## config.mk

```make
export PLATFORM = sky130hd
export DESIGN_NAME = pipeline_ctrl
export DESIGN_NICKNAME = d
export VERILOG_FILES = /design/src/rtl/pipeline_ctrl.sv
export SDC_FILE = /design/constraint.sdc
export NUM_CORES = 1
export LEC_CHECK = 0
export ABC_AREA = 1
export BUFFER_PORTS_ARGS = -buffer_cell sky130_fd_sc_hd__buf_4
export CAP_MARGIN = 20
export CELL_PAD_IN_SITES_DETAIL_PLACEMENT = 1
export CELL_PAD_IN_SITES_GLOBAL_PLACEMENT = 1
export CORE_MARGIN = 4
export CORE_UTILIZATION = 36
export CTS_CLUSTER_DIAMETER = 120
export DETAILED_ROUTE_END_ITERATION = 16
export PLACE_DENSITY = 0.85
export SYNTH_ARGS = -nofsm -noshare
export SYNTH_HDL_FRONTEND = slang
export SYNTH_SLANG_ARGS = --single-unit
```

## constraint.sdc

```tcl
create_clock -name clk -period 1.9 [get_ports clk]
set_input_delay 0.285 -clock clk [delete_from_list [all_inputs] [get_ports clk]]
set_output_delay 0.285 -clock clk [all_outputs]
set_load 0.03 [all_outputs]
```

## src/rtl/pipeline_ctrl.sv

```systemverilog
// Pipeline hazard controller: memory-wait stalls, load-use bubbles and
// branch flushes, plus a saturating stalled-cycle counter.
module pipeline_ctrl #(
    parameter int unsigned FLUSH_DEPTH = 2  // legal range 1..7
) (
    input  logic        clk,
    input  logic        rst,
    input  logic        imem_resp,
    input  logic        dmem_req,
    input  logic        dmem_resp,
    input  logic        id_valid,
    input  logic [4:0]  id_rs1_s,
    input  logic [4:0]  id_rs2_s,
    input  logic        ex_valid,
    input  logic        ex_mem_re,
    input  logic [4:0]  ex_rd_s,
    input  logic        br_taken,
    output logic        move,
    output logic        forward_stall,
    output logic        flush,
    output logic        redirect,
    output logic [31:0] stall_cnt
);

    typedef enum logic [1:0] {RUN, STALL, FLUSH} state_t;

    localparam logic [2:0] FLUSH_LOAD = 3'(FLUSH_DEPTH - 1);

    state_t      state_reg, state_next;
    logic        d_pend_reg, d_pend_next;
    logic        i_done_reg, i_done_next;
    logic [2:0]  flush_cnt_reg, flush_cnt_next;
    logic [31:0] stall_cnt_reg, stall_cnt_next;

    logic        flush_active;
    logic        br_accept;
    logic        ld_use;
    logic [4:0]  id_rs_s [2];
    logic [1:0]  rs_hit;

    assign id_rs_s[0] = id_rs1_s;
    assign id_rs_s[1] = id_rs2_s;

    for (genvar gi = 0; gi < 2; gi++) begin : g_src
        assign rs_hit[gi] = (id_rs_s[gi] == ex_rd_s);
    end

    // A fetch or data response that arrived early is remembered in i_done/d_pend.
    assign move         = !rst && (imem_resp || i_done_reg) && (!d_pend_reg || dmem_resp);
    assign flush_active = (flush_cnt_reg != 3'd0);
    assign br_accept    = br_taken && ex_valid && move && !flush_active;
    assign redirect     = br_accept;
    assign flush        = !rst && (flush_active || br_accept);
    assign ld_use       = ex_valid && ex_mem_re && (ex_rd_s != 5'd0) && id_valid && (|rs_hit);
    assign forward_stall = ld_use && move && !flush;
    assign stall_cnt    = stall_cnt_reg;

    always_comb begin
        state_next     = state_reg;
        d_pend_next    = d_pend_reg;
        i_done_next    = i_done_reg;
        flush_cnt_next = flush_cnt_reg;
        stall_cnt_next = stall_cnt_reg;

        // A new request wins over a response landing in the same cycle.
        if (dmem_req && move)
            d_pend_next = 1'b1;
        else if (dmem_resp)
            d_pend_next = 1'b0;

        if (move)
            i_done_next = 1'b0;
        else if (imem_resp)
            i_done_next = 1'b1;

        if (br_accept)
            flush_cnt_next = FLUSH_LOAD;
        else if (flush_active && move)
            flush_cnt_next = flush_cnt_reg - 3'd1;

        if ((!move || forward_stall) && (stall_cnt_reg != 32'hFFFF_FFFF))
            stall_cnt_next = stall_cnt_reg + 32'd1;

        case (state_reg)
            RUN: begin
                if (!move)
                    state_next = STALL;
                else if (flush_cnt_next != 3'd0)
                    state_next = FLUSH;
            end
            STALL: begin
                if (move)
                    state_next = (flush_cnt_next != 3'd0) ? FLUSH : RUN;
            end
            FLUSH: begin
                if (!move)
                    state_next = STALL;
                else if (flush_cnt_next == 3'd0)
                    state_next = RUN;
            end
            default: state_next = RUN;
        endcase
    end

    always_ff @(posedge clk) begin
        if (rst) begin
            state_reg     <= RUN;
            d_pend_reg    <= 1'b0;
            i_done_reg    <= 1'b0;
            flush_cnt_reg <= 3'd0;
            stall_cnt_reg <= 32'd0;
        end else begin
            state_reg     <= state_next;
            d_pend_reg    <= d_pend_next;
            i_done_reg    <= i_done_next;
            flush_cnt_reg <= flush_cnt_next;
            stall_cnt_reg <= stall_cnt_next;
        end
    end

endmodule
```

Word level (Yosys, flattened, before mapping)
Cells that the tools add are included.

Bits in registers: 37. Word-level logic and storage cells: 45.

Reductions and logical operators: 31. Equality and inequality tests: 3. $add $sub $neg: 2. Multiplexer cells: 4.

Operator list (number): adder 32 x 1 -> 32 bit, second input constant (1); inequality test 32 bit, second input constant (1); logical AND 1 bit (15); equality test 5 bit (2); OR reduction 2 bit (3); logical NOT 1 bit (5); nonzero test 5 bit (1); logical OR 1 bit (4); 2-to-1 mux 1 bit (4); nonzero test 2 bit (2); nonzero test 3 bit (1); subtractor 3 x 1 -> 3 bit, second input constant (1).

Longest topological paths before layout
Gate-level depths: netlist (run 1).

Depth in word-level cells: 11. Mapped depth: 12.

Worst setup path before layout (run 1)
OpenSTA, ideal clock, no wires.

Kind: register -> register. Start point: register stall_cnt_reg[0], in the netlist stall_cnt[0]. End point: register stall_cnt_reg[13], in the netlist stall_cnt[13]. Period minus slack after synthesis: 1872 ps. Cell stages (with the launch flop): 12. Arrival time: 1756 ps. Data required time: 1784 ps. Path buffers: 1. Setup slack: 28 ps. Cells stage by stage: dfxtp_1 -> ha_1 -> nand2_1 -> nor2_2 -> nand2_2 -> nor2_4 -> nand3_4 -> buf_6 -> nand2_1 -> nor2_1 -> a21oi_1 -> nor2_1.

Longest elaborated chain between the ends: 2. Elaborated cells between the ends (all ways): 3. Those cells by class: add/sub (1); eq/ne (1); reduce/logical (1).

RTL lines: from (decl) (RTL line 33) `logic [31:0] stall_cnt_reg, stall_cnt_next;`; from (signal assigned) (RTL line 117) `stall_cnt_reg <= stall_cnt_next;`; parallel branches: the longest is 2 deep, another holds adder 32 x 1 -> 32 bit.

Parallel ways; which one is timed is not known. A chain may end at the register's enable or synchronous reset.

Final worst setup path (run 1)
Start point: register stall_cnt_reg[1], in the netlist stall_cnt[1]. End point: register stall_cnt_reg[7], in the netlist stall_cnt[7].

The elaborated chain is that of the path after synthesis.

==> metrics, run 1 <==
run status=finished clean; Total Routing Usage GR=0.191; Post-Place Setup Slack=-0.0268 ns; final total power=1600 uW; insertion delay to the later sink of the worst-skew pair=0.29 ns; Post-DP HPWL=5.47 mm; clock buffer count from CTS=5; total wire length after detailed routing=between 7 and 8 mm; final worst path period need=approximately 1.9 ns; setup slack after layout=0.0416 ns; number of placed instances, taps included=518; chip width=between 80 and 90 microns; number of synthesized flops with an enable pin=0; Main synth FF type=sky130_fd_sc_hd__dfxtp_1; commonest cells after routing, fill and taps aside=82 x sky130_fd_sc_hd__nand2_1, 73 x sky130_fd_sc_hd__buf_4, 70 x sky130_fd_sc_hd__nor2_1, 43 x sky130_fd_sc_hd__inv_1, 42 x sky130_fd_sc_hd__nand3_1; VDD IR-drop max=256 uV; sort of element at the end of the critical path=flop; Syn Nets=406; library cells used by synthesis=29; routed wire length per instance=14.2 microns; Max Slew Vio Count=0; flip-flop and latch count after synthesis=37; Syn. warnings=0; number of vias per cell after detailed routing=5.09; io pins=60; part of the Yosys area used for sequential elements=0.317; CTS H-tree lvls=2; FILL cells=between 800 and 900; antenna diode instance count=0; CP bufs+invs=2; sinks on the clock net=37; gp weighted congestion=0.789; ratio of cells with drive above 1 in the final layout=0.260; Port-buffer cells=59; placeable core region=6310 sq um; number of antenna violations at the first check in global routing=0; clk slew on worst S/H paths=about 0.08 ns; worst hold slack=around 0.19 ns; most frequent standard cell in the layout excluding fill and tap cells=sky130_fd_sc_hd__nand2_1; Initial DRT Pass Iterations=4; vias in the first global route=about 2700; worst endpoint data arrival time=slightly above 2 ns; actual slew at the worst max-slew pin=0.391 ns; clock tree from TritonCTS=done; flip-flop count of the largest register after layout=32; root buffer cell=sky130_fd_sc_hd__clkbuf_8; delay of the slowest cell on the worst path=0.40 ns; post-route antenna net violation count=0; DRC marker count from the first detailed-route iteration=118; maximum number of pins on one net before global-route repair=40; die height=88.6 microns; initial core utilization=0.371; startpoint types=flop; total number of vias=2704; required time of the critical path=2.08 ns; Max Fanout on Critical Path=6; Layout area overhead=34.5%; netlist area before placement=2340 sq um; power per standard cell area=507 nW/um^2; Post-route DRC=0; proportion of synthesized flip-flops having asynchronous set or reset=0; Max Clk Rate=538 MHz; cell-by-cell listing of the critical path=ha_4, nand2_2, nor2_4, nand2_2, nor2_4, nand3_4, buf_6, nand2_1, inv_1, a21oi_1, nor2_1; crit path kind=flop to flop; final number of setup-violating endpoints=0; Max-cap violations=0; number of endpoints with negative hold slack in the final report=0; first-pass GRT wire length=12.0 mm; global route overflow=0; Placement Rows=29; Avg Cell Area, Syn=6.17 sq um; largest clock skew in the final design=0.00785 ns; Relative slew margins=0.739; number of buffers between clock root and the deepest sink=2; net total in the final layout=480; family with the most delay on the worst path=simple AND/OR/NAND/NOR gates; number of instances in the synthesized netlist=about 380; class of the worst hold path=input pin to flop; standard cell with the maximum stage delay on the critical path=sky130_fd_sc_hd__dfxtp_2; post-layout instance count excluding filler cells=around 530; Leak=between 0.001 and 0.0015 uW; die footprint=7850 sq um; portion of the clock cycle consumed by the worst path in the final layout=0.978
Yosys cell counts (2+ instances only):
library cell	n	area, sq um
sky130_fd_sc_hd__dfxtp_1	37	741
sky130_fd_sc_hd__xnor2_1	2	17.5
sky130_fd_sc_hd__inv_2	2	7.51
sky130_fd_sc_hd__ha_1	3	37.5
sky130_fd_sc_hd__nor2_2	2	12.5
sky130_fd_sc_hd__buf_6	2	22.5
sky130_fd_sc_hd__nor2_4	2	22.5
sky130_fd_sc_hd__nor3_1	6	30.0
sky130_fd_sc_hd__buf_1	2	7.51
sky130_fd_sc_hd__nand3_1	42	210
sky130_fd_sc_hd__nand3b_1	3	22.5
sky130_fd_sc_hd__nand2_1	91	342
sky130_fd_sc_hd__nor2_1	73	274
sky130_fd_sc_hd__nand4_1	9	56.3
sky130_fd_sc_hd__inv_1	43	161
sky130_fd_sc_hd__xor2_1	7	61.3
sky130_fd_sc_hd__o21ai_0	2	10.0
sky130_fd_sc_hd__buf_4	6	45.0
sky130_fd_sc_hd__a21oi_1	35	175
layer usage:
layer / global-route usage / share of wire / vias up
li1: - / - / 1358
met1: 0.226 / 0.41 / 1263
met2: 0.347 / 0.51 / 72
met3: 0.0475 / 0.066 / 11
met4: 0.0371 / 0.011 / 0
met5: 0 / 0 / -
power breakdown:
part | internal (uW) | switching, uW
logic | 106 | 141
registers | 788 | 12.9
clock network | 261 | 288
total | 1160 | 441
cell type report:
cell class	count	area, sq um	share of cell area
multi-input cells	287	1460	0.464
flip-flops and latches	37	744	0.237
repair buffers	76	591	0.188
inverters	46	174	0.0553
well taps	77	96.3	0.0306
clock buffers	8	80.1	0.0254
what timing repair did:
| action | 4_1_cts | 5_1_grt |
|---|---|---|
| pin swaps | 1 | 5 |
| cloned | 1 | 1 |
| hold endpoints to repair | 0 | 0 |
| buffers inserted | 0 | 3 |
| setup endpoints to repair | 10 | 33 |
| resized for setup | 0 | 31 |
| hold buffers | 0 | 0 |
kinds of logic (layout without fill, tap and decap cells):
kind of cell | count (synthesis) | after routing | share of synthesized area
buffers and inverters | 57 | 130 | 0.108
adders and majority gates | 3 | 3 | 0.0160
AOI/OAI and AO/OA | 38 | 38 | 0.0829
xor gates and xnor gates | 9 | 9 | 0.0337
DFF | 37 | 37 | 0.317
and+or+nand+nor | 235 | 237 | 0.443
worst paths after layout:
| path | from | to | slack [ns] | cells after the start |
|---|---|---|---|---|
| setup reg to reg | stall_cnt[1] | stall_cnt[7] | 0.04 | 11 |
| hold / removal | rst | flush_cnt_reg[0] | 0.19 | 2 |
| hold reg to reg | flush_cnt_reg[1] | flush_cnt_reg[1] | 0.48 | 2 |
| setup / recovery | stall_cnt[1] | stall_cnt[7] | 0.04 | 11 |
metrics by stage:
stage / instance area, sq um / TNS [ns] / utilization
after floorplan: 2340 / 0 / -
after CTS: 3010 / 0 / 0.476
after detailed placement: 2920 / -0.0483 / 0.462
after global placement: 2920 / 0 / 0.462
after global routing: 3150 / -0.358 / 0.498
final: 3150 / 0 / 0.498
worst reg2reg max path, stage by stage (launching register included):
cell                      delay (ns)
sky130_fd_sc_hd__dfxtp_2        0.40
sky130_fd_sc_hd__ha_4           0.17
sky130_fd_sc_hd__nand2_2        0.07
sky130_fd_sc_hd__nor2_4         0.13
sky130_fd_sc_hd__nand2_2        0.10
sky130_fd_sc_hd__nor2_4         0.23
sky130_fd_sc_hd__nand3_4        0.17
sky130_fd_sc_hd__buf_6          0.17
sky130_fd_sc_hd__nand2_1        0.06
sky130_fd_sc_hd__inv_1          0.05
sky130_fd_sc_hd__a21oi_1        0.15
sky130_fd_sc_hd__nor2_1         0.06
Power figures use the tool's default switching activity.
==> run 2, diff against run 1 <==
MAX_ROUTING_LAYER = met4   (was not set)
==> metrics, run 2 (synthesis gave the netlist of run 1 again) <==
run status=finished clean; commonest cells after routing, fill and taps aside=89 x sky130_fd_sc_hd__nand2_1, 73 x sky130_fd_sc_hd__buf_4, 71 x sky130_fd_sc_hd__nor2_1, 43 x sky130_fd_sc_hd__inv_1, 42 x sky130_fd_sc_hd__nand3_1; ratio of cells with drive above 1 in the final layout=0.227 (-0.0330); actual slew at the worst max-slew pin=0.354 ns (-0.0371 ns); vias in the first global route=2692 (+0.15%); fraction of power spent switching nets=0.273 (-0.00342); sequential cell fraction of total power=0.504 (+0.002); startpoint types=flop; number of antenna violations at the first check in global routing=0 (unchanged); required time of the critical path=2.09 ns (about the same); Post-route DRC=0 (unchanged); final total power=1580 uW (-0.92%); die height=88.6 microns (unchanged); number of buffers between clock root and the deepest sink=2 (unchanged); first-pass GRT wire length=12.0 mm (-0.17%); DRC marker count from the first detailed-route iteration=141 (+19%); Reg area=742 sq um (-0.34%); class of the worst hold path=input pin to flop; antenna diode instance count=0 (unchanged); root buffer cell=sky130_fd_sc_hd__clkbuf_8; number of vias per cell after detailed routing=5.05 (-0.89%); standard cell with the maximum stage delay on the critical path=sky130_fd_sc_hd__dfxtp_1; CP bufs+invs=0 (-2); clock tree from TritonCTS=done; worst endpoint data arrival time=2.01 ns (-0.03 ns); post-layout instance count excluding filler cells=531 (unchanged); VDD IR-drop max=256 uV (about the same); post-route antenna net violation count=0 (unchanged); number of endpoints with negative hold slack in the final report=0 (unchanged); fraction of power consumed by combinational cells=0.150 (-0.005); portion of the clock cycle consumed by the worst path in the final layout=0.960 (-0.0180); power per standard cell area=511 nW/um^2 (+0.69%); Relative slew margins=0.764 (+0.0250); clk slew on worst S/H paths=0.08 ns (about the same); maximum number of pins on one net before global-route repair=40 (unchanged); delay of the slowest cell on the worst path=0.43 ns (+0.03 ns); total wire length after detailed routing=7.34 mm (-2.7%); chip width=88.6 microns (unchanged); cell-by-cell listing of the critical path=nand2_1, nor2_2, nand3_1, nor3_1, nand2_1, nor2_1, nand3_1, nand2_1, nor2_1; total number of vias=2680 (-0.89%); insertion delay to the later sink of the worst-skew pair=0.29 ns (about the same); Max Clk Rate=548 MHz (+1.9%); Layout area overhead=32.4%; area taken by multi-input logic gates=1410 sq um (-3.4%); CTS Hold Buffers Added=0 (unchanged); worst hold slack=0.187 ns (+0.000997 ns); most frequent standard cell in the layout excluding fill and tap cells=sky130_fd_sc_hd__nand2_1; CTS H-tree lvls=2 (unchanged); Max-cap violations=0 (unchanged); Total Routing Usage GR=0.196 (+0.00540); setup slack after layout=0.0757 ns (+0.0342 ns); Post-DP HPWL=5.47 mm (unchanged); switching power summed over all nets=432 uW (-2.1%); number of placed instances, taps included=518 (unchanged); family with the most delay on the worst path=simple AND/OR/NAND/NOR gates; net total in the final layout=480 (unchanged); unrepaired setup endpoints after global routing=yes; gp weighted congestion=0.801 (+1.4%); Leak=0.00148 uW (-0.29%); Port-buffer cells=59 (unchanged); routed wire length per instance=13.8 microns (-2.7%); cell repeated most along the worst path=sky130_fd_sc_hd__nand2_1; io pins=60 (unchanged); largest clock skew in the final design=0.00742 ns (-0.000433 ns); clock buffer count from CTS=5 (unchanged); Max Fanout on Critical Path=5 (-1); global route overflow=0 (unchanged); clock network fraction of design power=0.346 (+0.002); final worst path period need=1.82 ns (-0.0342 ns); placeable core region=6310 sq um (unchanged); crit path kind=flop to flop; Max Slew Vio Count=0 (unchanged); Post-Place Setup Slack=-0.0268 ns (unchanged); flip-flop count of the largest register after layout=32 (unchanged); initial core utilization=0.371 (unchanged); Int Pwr=1150 uW (-0.45%); sort of element at the end of the critical path=flop; Initial DRT Pass Iterations=4 (unchanged); die footprint=7850 sq um (unchanged); final number of setup-violating endpoints=0 (unchanged); FILL cells=891 (+0.56%); sinks on the clock net=37 (unchanged); Placement Rows=29 (unchanged)
run 2: cell count changes in the layout (fill, tap and decap cells not counted), moves of 2 or more:
cell	previous run	this run
sky130_fd_sc_hd__a21oi_1	33	35
sky130_fd_sc_hd__dfxtp_1	34	36
sky130_fd_sc_hd__nand2_2	10	3
sky130_fd_sc_hd__nor3_1	2	4
sky130_fd_sc_hd__nand2_1	82	89
sky130_fd_sc_hd__a21oi_2	2	0
sky130_fd_sc_hd__nor3_2	4	2
sky130_fd_sc_hd__buf_6	2	0
sky130_fd_sc_hd__dfxtp_2	3	1
run 2: repair_timing:
item | 4_1_cts | 5_1_grt
cloned | 1 | 1
pin swaps | 1 | 5
buffers inserted | 0 | 3
setup endpoints to repair | 10 | 33
resized for setup | 0 | 11
run 2: final cells by class:
cell class,instances,area share
inverters,46,0.0562
repair buffers,76,0.192
multi-input cells,287,0.456
flip-flops and latches,37,0.240
well taps,77,0.0311
clock buffers,8,0.0259
run 2: through the flow:
step | TNS [ns] | util | instance area [sq um]
detailed placement | -0.0483 | 0.462 | 2920
global placement | 0 | 0.462 | 2920
global route | -0.371 | 0.490 | 3100
CTS | 0 | 0.476 | 3010
floorplan | 0 | - | 2340
finish | 0 | 0.490 | 3100
run 2: per-layer routing:
layer,GRT usage,share of wire,vias up,wire [microns]
met1,0.229,0.44,1245,3200
li1,-,-,1358,-
met3,0.0400,0.056,10,414
met4,0.0371,0.0078,0,57
met5,-,0,-,0
met2,0.348,0.50,67,3670
run 2: power by group through the flow:
| stage | clock network, uW | logic (uW) | registers (uW) |
|---|---|---|---|
| after floorplan | 0 | 133 | 825 |
| after global placement | 0 | 229 | 813 |
| after detailed placement | 0 | 239 | 815 |
| after CTS | 561 | 240 | 796 |
| after global routing | 604 | 267 | 798 |
| final | 548 | 237 | 797 |
run 2: worst register-to-register path: cells and delay by family (launching register included):
kind,cells,cell delay [ns]
simple gates,9,1.29
flops,1,0.43
run 2: final timing paths:
| check | startpoint | end | slack, ns | depth (start not counted) |
|---|---|---|---|---|
| setup reg to reg | stall_cnt[2] | stall_cnt[31] | 0.08 | 9 |
| hold reg to reg | flush_cnt_reg[1] | flush_cnt_reg[1] | 0.48 | 2 |
| hold / removal | rst | flush_cnt_reg[0] | 0.19 | 2 |
| setup / recovery | stall_cnt[2] | stall_cnt[31] | 0.08 | 9 |
==> run 3, diff against run 2 <==
BUFFER_PORTS_ARGS = -buffer_cell sky130_fd_sc_hd__clkbuf_2   (was -buffer_cell sky130_fd_sc_hd__buf_4)
CORE_UTILIZATION = 32   (was 36)
PLACE_DENSITY = 0.8   (was 0.85)
clock period = 1.5 ns   (was 1.9 ns; I/O delays follow)
==> metrics, run 3 (synthesis gave the netlist of run 1 again) <==
run status=complete, but fails checks; violated checks=setup timing; flip-flop count of the largest register after layout=32 (unchanged); largest clock skew in the final design=0.00648 ns (-0.000938 ns); unrepaired setup endpoints after global routing=yes; worst hold path cell count=3 (+1); Worst R2R Start=stall_cnt[14]; VDD IR-drop max=337 uV (+32%); total number of vias=3139 (+17%); portion of the clock cycle consumed by the worst path in the final layout=1.23 (+0.272); terminus of the critical flop-to-flop path=stall_cnt[7]; gp weighted congestion=0.830 (+3.7%); number of buffers between clock root and the deepest sink=2 (unchanged); class of the worst hold path=input pin to flop; startpoint types=flop; Leak=0.00182 uW (+23%); worst hold slack=0.152 ns (-0.0345 ns); CTS H-tree lvls=2 (unchanged); clock network fraction of design power=0.337 (-0.009); sort of element at the end of the critical path=flop; power per standard cell area=569 nW/um^2 (+11%); worst endpoint data arrival time=2.04 ns (+0.03 ns); switching power summed over all nets=676 uW (+56%); number of endpoints with negative hold slack in the final report=0 (unchanged); Post-DP HPWL=6.12 mm (+12%); DRC marker count from the first detailed-route iteration=113 (-20%); net total in the final layout=528 (+10%); slack of the worst reg-to-reg path=-0.35 ns (-0.42 ns); area of all placed cells without fillers=3980 sq um (+28%); chip width=93.5 microns (+5.5%); setup slack after layout=-0.348 ns (-0.423 ns); most frequent standard cell in the layout excluding fill and tap cells=sky130_fd_sc_hd__nand2_1; number of antenna violations at the first check in global routing=0 (unchanged); routed wire length per instance=18.6 microns (+34%); vias in the first global route=3126 (+16%); Int Pwr=1590 uW (+38%); launch point of the worst hold path=dmem_req; first-pass GRT wire length=14.8 mm (+23%); actual slew at the worst max-slew pin=0.420 ns (+0.0666 ns); io pins=60 (unchanged); Max Clk Rate=541 MHz (-1.3%); number of vias per cell after detailed routing=5.26 (+4.2%); sinks on the clock net=37 (unchanged); placeable core region=6940 sq um (+10%); CTS Hold Buffers Added=0 (unchanged); root buffer cell=sky130_fd_sc_hd__clkbuf_8; fraction of power spent switching nets=0.299 (+0.0256); Initial DRT Pass Iterations=4 (unchanged); commonest cells after routing, fill and taps aside=73 x sky130_fd_sc_hd__nand2_1, 55 x sky130_fd_sc_hd__clkbuf_2, 53 x sky130_fd_sc_hd__nor2_1, 50 x sky130_fd_sc_hd__buf_4; post-route antenna net violation count=0 (unchanged); clk slew on worst S/H paths=0.08 ns (about the same); Max-cap violations=0 (unchanged); die footprint=8740 sq um (+11%); antenna diode instance count=0 (unchanged); crit path kind=flop to flop; Layout area overhead=69.9%; Placement Rows=30 (+3.4%); initial core utilization=0.337 (-0.0337); fraction of power consumed by combinational cells=0.220 (+0.070); Relative slew margins=0.720 (-0.0444); area after detailed placement=3210 sq um (+9.9%); final number of setup-violating endpoints=36 (+36); sequential cell fraction of total power=0.444 (-0.060); Port-buffer cells=59 (unchanged); maximum number of pins on one net before global-route repair=35 (-13%); clock tree from TritonCTS=done; required time of the critical path=1.69 ns (-0.40 ns); insertion delay to the later sink of the worst-skew pair=0.30 ns (about the same); global route overflow=0 (unchanged); final core utilization=0.573 (+0.0821); Total Routing Usage GR=0.216 (+0.0201); Max Slew Vio Count=0 (unchanged); Post-route DRC=0 (unchanged); final worst path period need=1.85 ns (+0.0235 ns); Post-Place Setup Slack=-0.144 ns (-0.118 ns); clock buffer count from CTS=5 (unchanged); die height=93.5 microns (+5.5%); end point of the worst hold path=d_pend_reg; Max Fanout on Critical Path=6 (+1); total wire length after detailed routing=11.1 mm (+51%); ratio of cells with drive above 1 in the final layout=0.565 (+0.338); depth of the most critical reg-to-reg path=10 (+1); summed negative setup slack over all endpoints=-6.84 ns (-6.84 ns)
[run 3: cell count changes in the layout (fill, tap and decap cells not counted), moves of 11 or more]
cell	before	now
sky130_fd_sc_hd__nand3_1	42	9
sky130_fd_sc_hd__nand3_2	0	31
sky130_fd_sc_hd__buf_4	73	50
sky130_fd_sc_hd__clkbuf_2	1	55
sky130_fd_sc_hd__nand2_1	89	73
sky130_fd_sc_hd__nor2_1	71	53
sky130_fd_sc_hd__nand2_2	3	14
sky130_fd_sc_hd__nor2_2	2	21
sky130_fd_sc_hd__inv_1	43	31
sky130_fd_sc_hd__dfxtp_1	36	3
sky130_fd_sc_hd__a21oi_1	35	21
sky130_fd_sc_hd__a21oi_2	0	14
sky130_fd_sc_hd__inv_2	2	14
sky130_fd_sc_hd__dfxtp_2	1	28
[run 3: power groups by stage]
stage / combinational (uW) / clock [uW] / sequential (uW)
after detailed placement: 338 / 0 / 1030
after global routing: 535 / 805 / 1010
after CTS: 405 / 761 / 1010
after global placement: 320 / 0 / 1030
after floorplan: 177 / 0 / 1050
final: 497 / 762 / 1000
[run 3: per-layer routing]
layer,part of all wire,track usage,up-vias
met2,0.55,0.382,97
met5,0,-,-
met1,0.39,0.255,1569
met4,0.024,0.0562,0
li1,-,-,1449
met3,0.042,0.0330,24
[run 3: how the worst max path moves through the flow]
stage                        startpoint             to  slack [ns]
after global routing      stall_cnt[14]   stall_cnt[7]       -0.40
final                     stall_cnt[14]   stall_cnt[7]       -0.35
after detailed placement   stall_cnt[1]  stall_cnt[18]       -0.14
after floorplan            stall_cnt[1]  stall_cnt[13]       -0.08
after global placement     stall_cnt[1]  stall_cnt[30]       -0.06
after CTS                    i_done_reg  forward_stall       -0.16
[run 3: cell type report]
class / instances / area [sq um]
clock buffers: 7 / 86.3
fillers: 890 / 2970
inverters: 46 / 174
multi-input cells: 287 / 1810
flip-flops and latches: 37 / 798
well taps: 96 / 120
repair buffers: 124 / 991
[run 3: what timing repair did]
item,in CTS,in global routing
setup endpoints to repair,35,36
pin swaps,18,19
gates resized for setup,43,82
gates cloned,2,7
setup buffers,6,3
[run 3: stage by stage]
step | power (uW) | instances
3_3_place_gp | 1350 | 572
6_report | 2260 | 597
2_1_floorplan | 1230 | 379
4_1_cts | 2180 | 587
3_5_place_dp | 1370 | 572
5_1_grt | 2350 | 597
[run 3: critical path, stage by stage (launching register included)]
cell,delay (ns)
sky130_fd_sc_hd__dfxtp_2,0.39
sky130_fd_sc_hd__nand2_1,0.12
sky130_fd_sc_hd__nor2_1,0.15
sky130_fd_sc_hd__nand2_2,0.09
sky130_fd_sc_hd__nor2_4,0.17
sky130_fd_sc_hd__nand3_2,0.21
sky130_fd_sc_hd__clkbuf_16,0.22
sky130_fd_sc_hd__nand2_1,0.05
sky130_fd_sc_hd__inv_1,0.06
sky130_fd_sc_hd__a21oi_1,0.20
sky130_fd_sc_hd__nor2_1,0.07
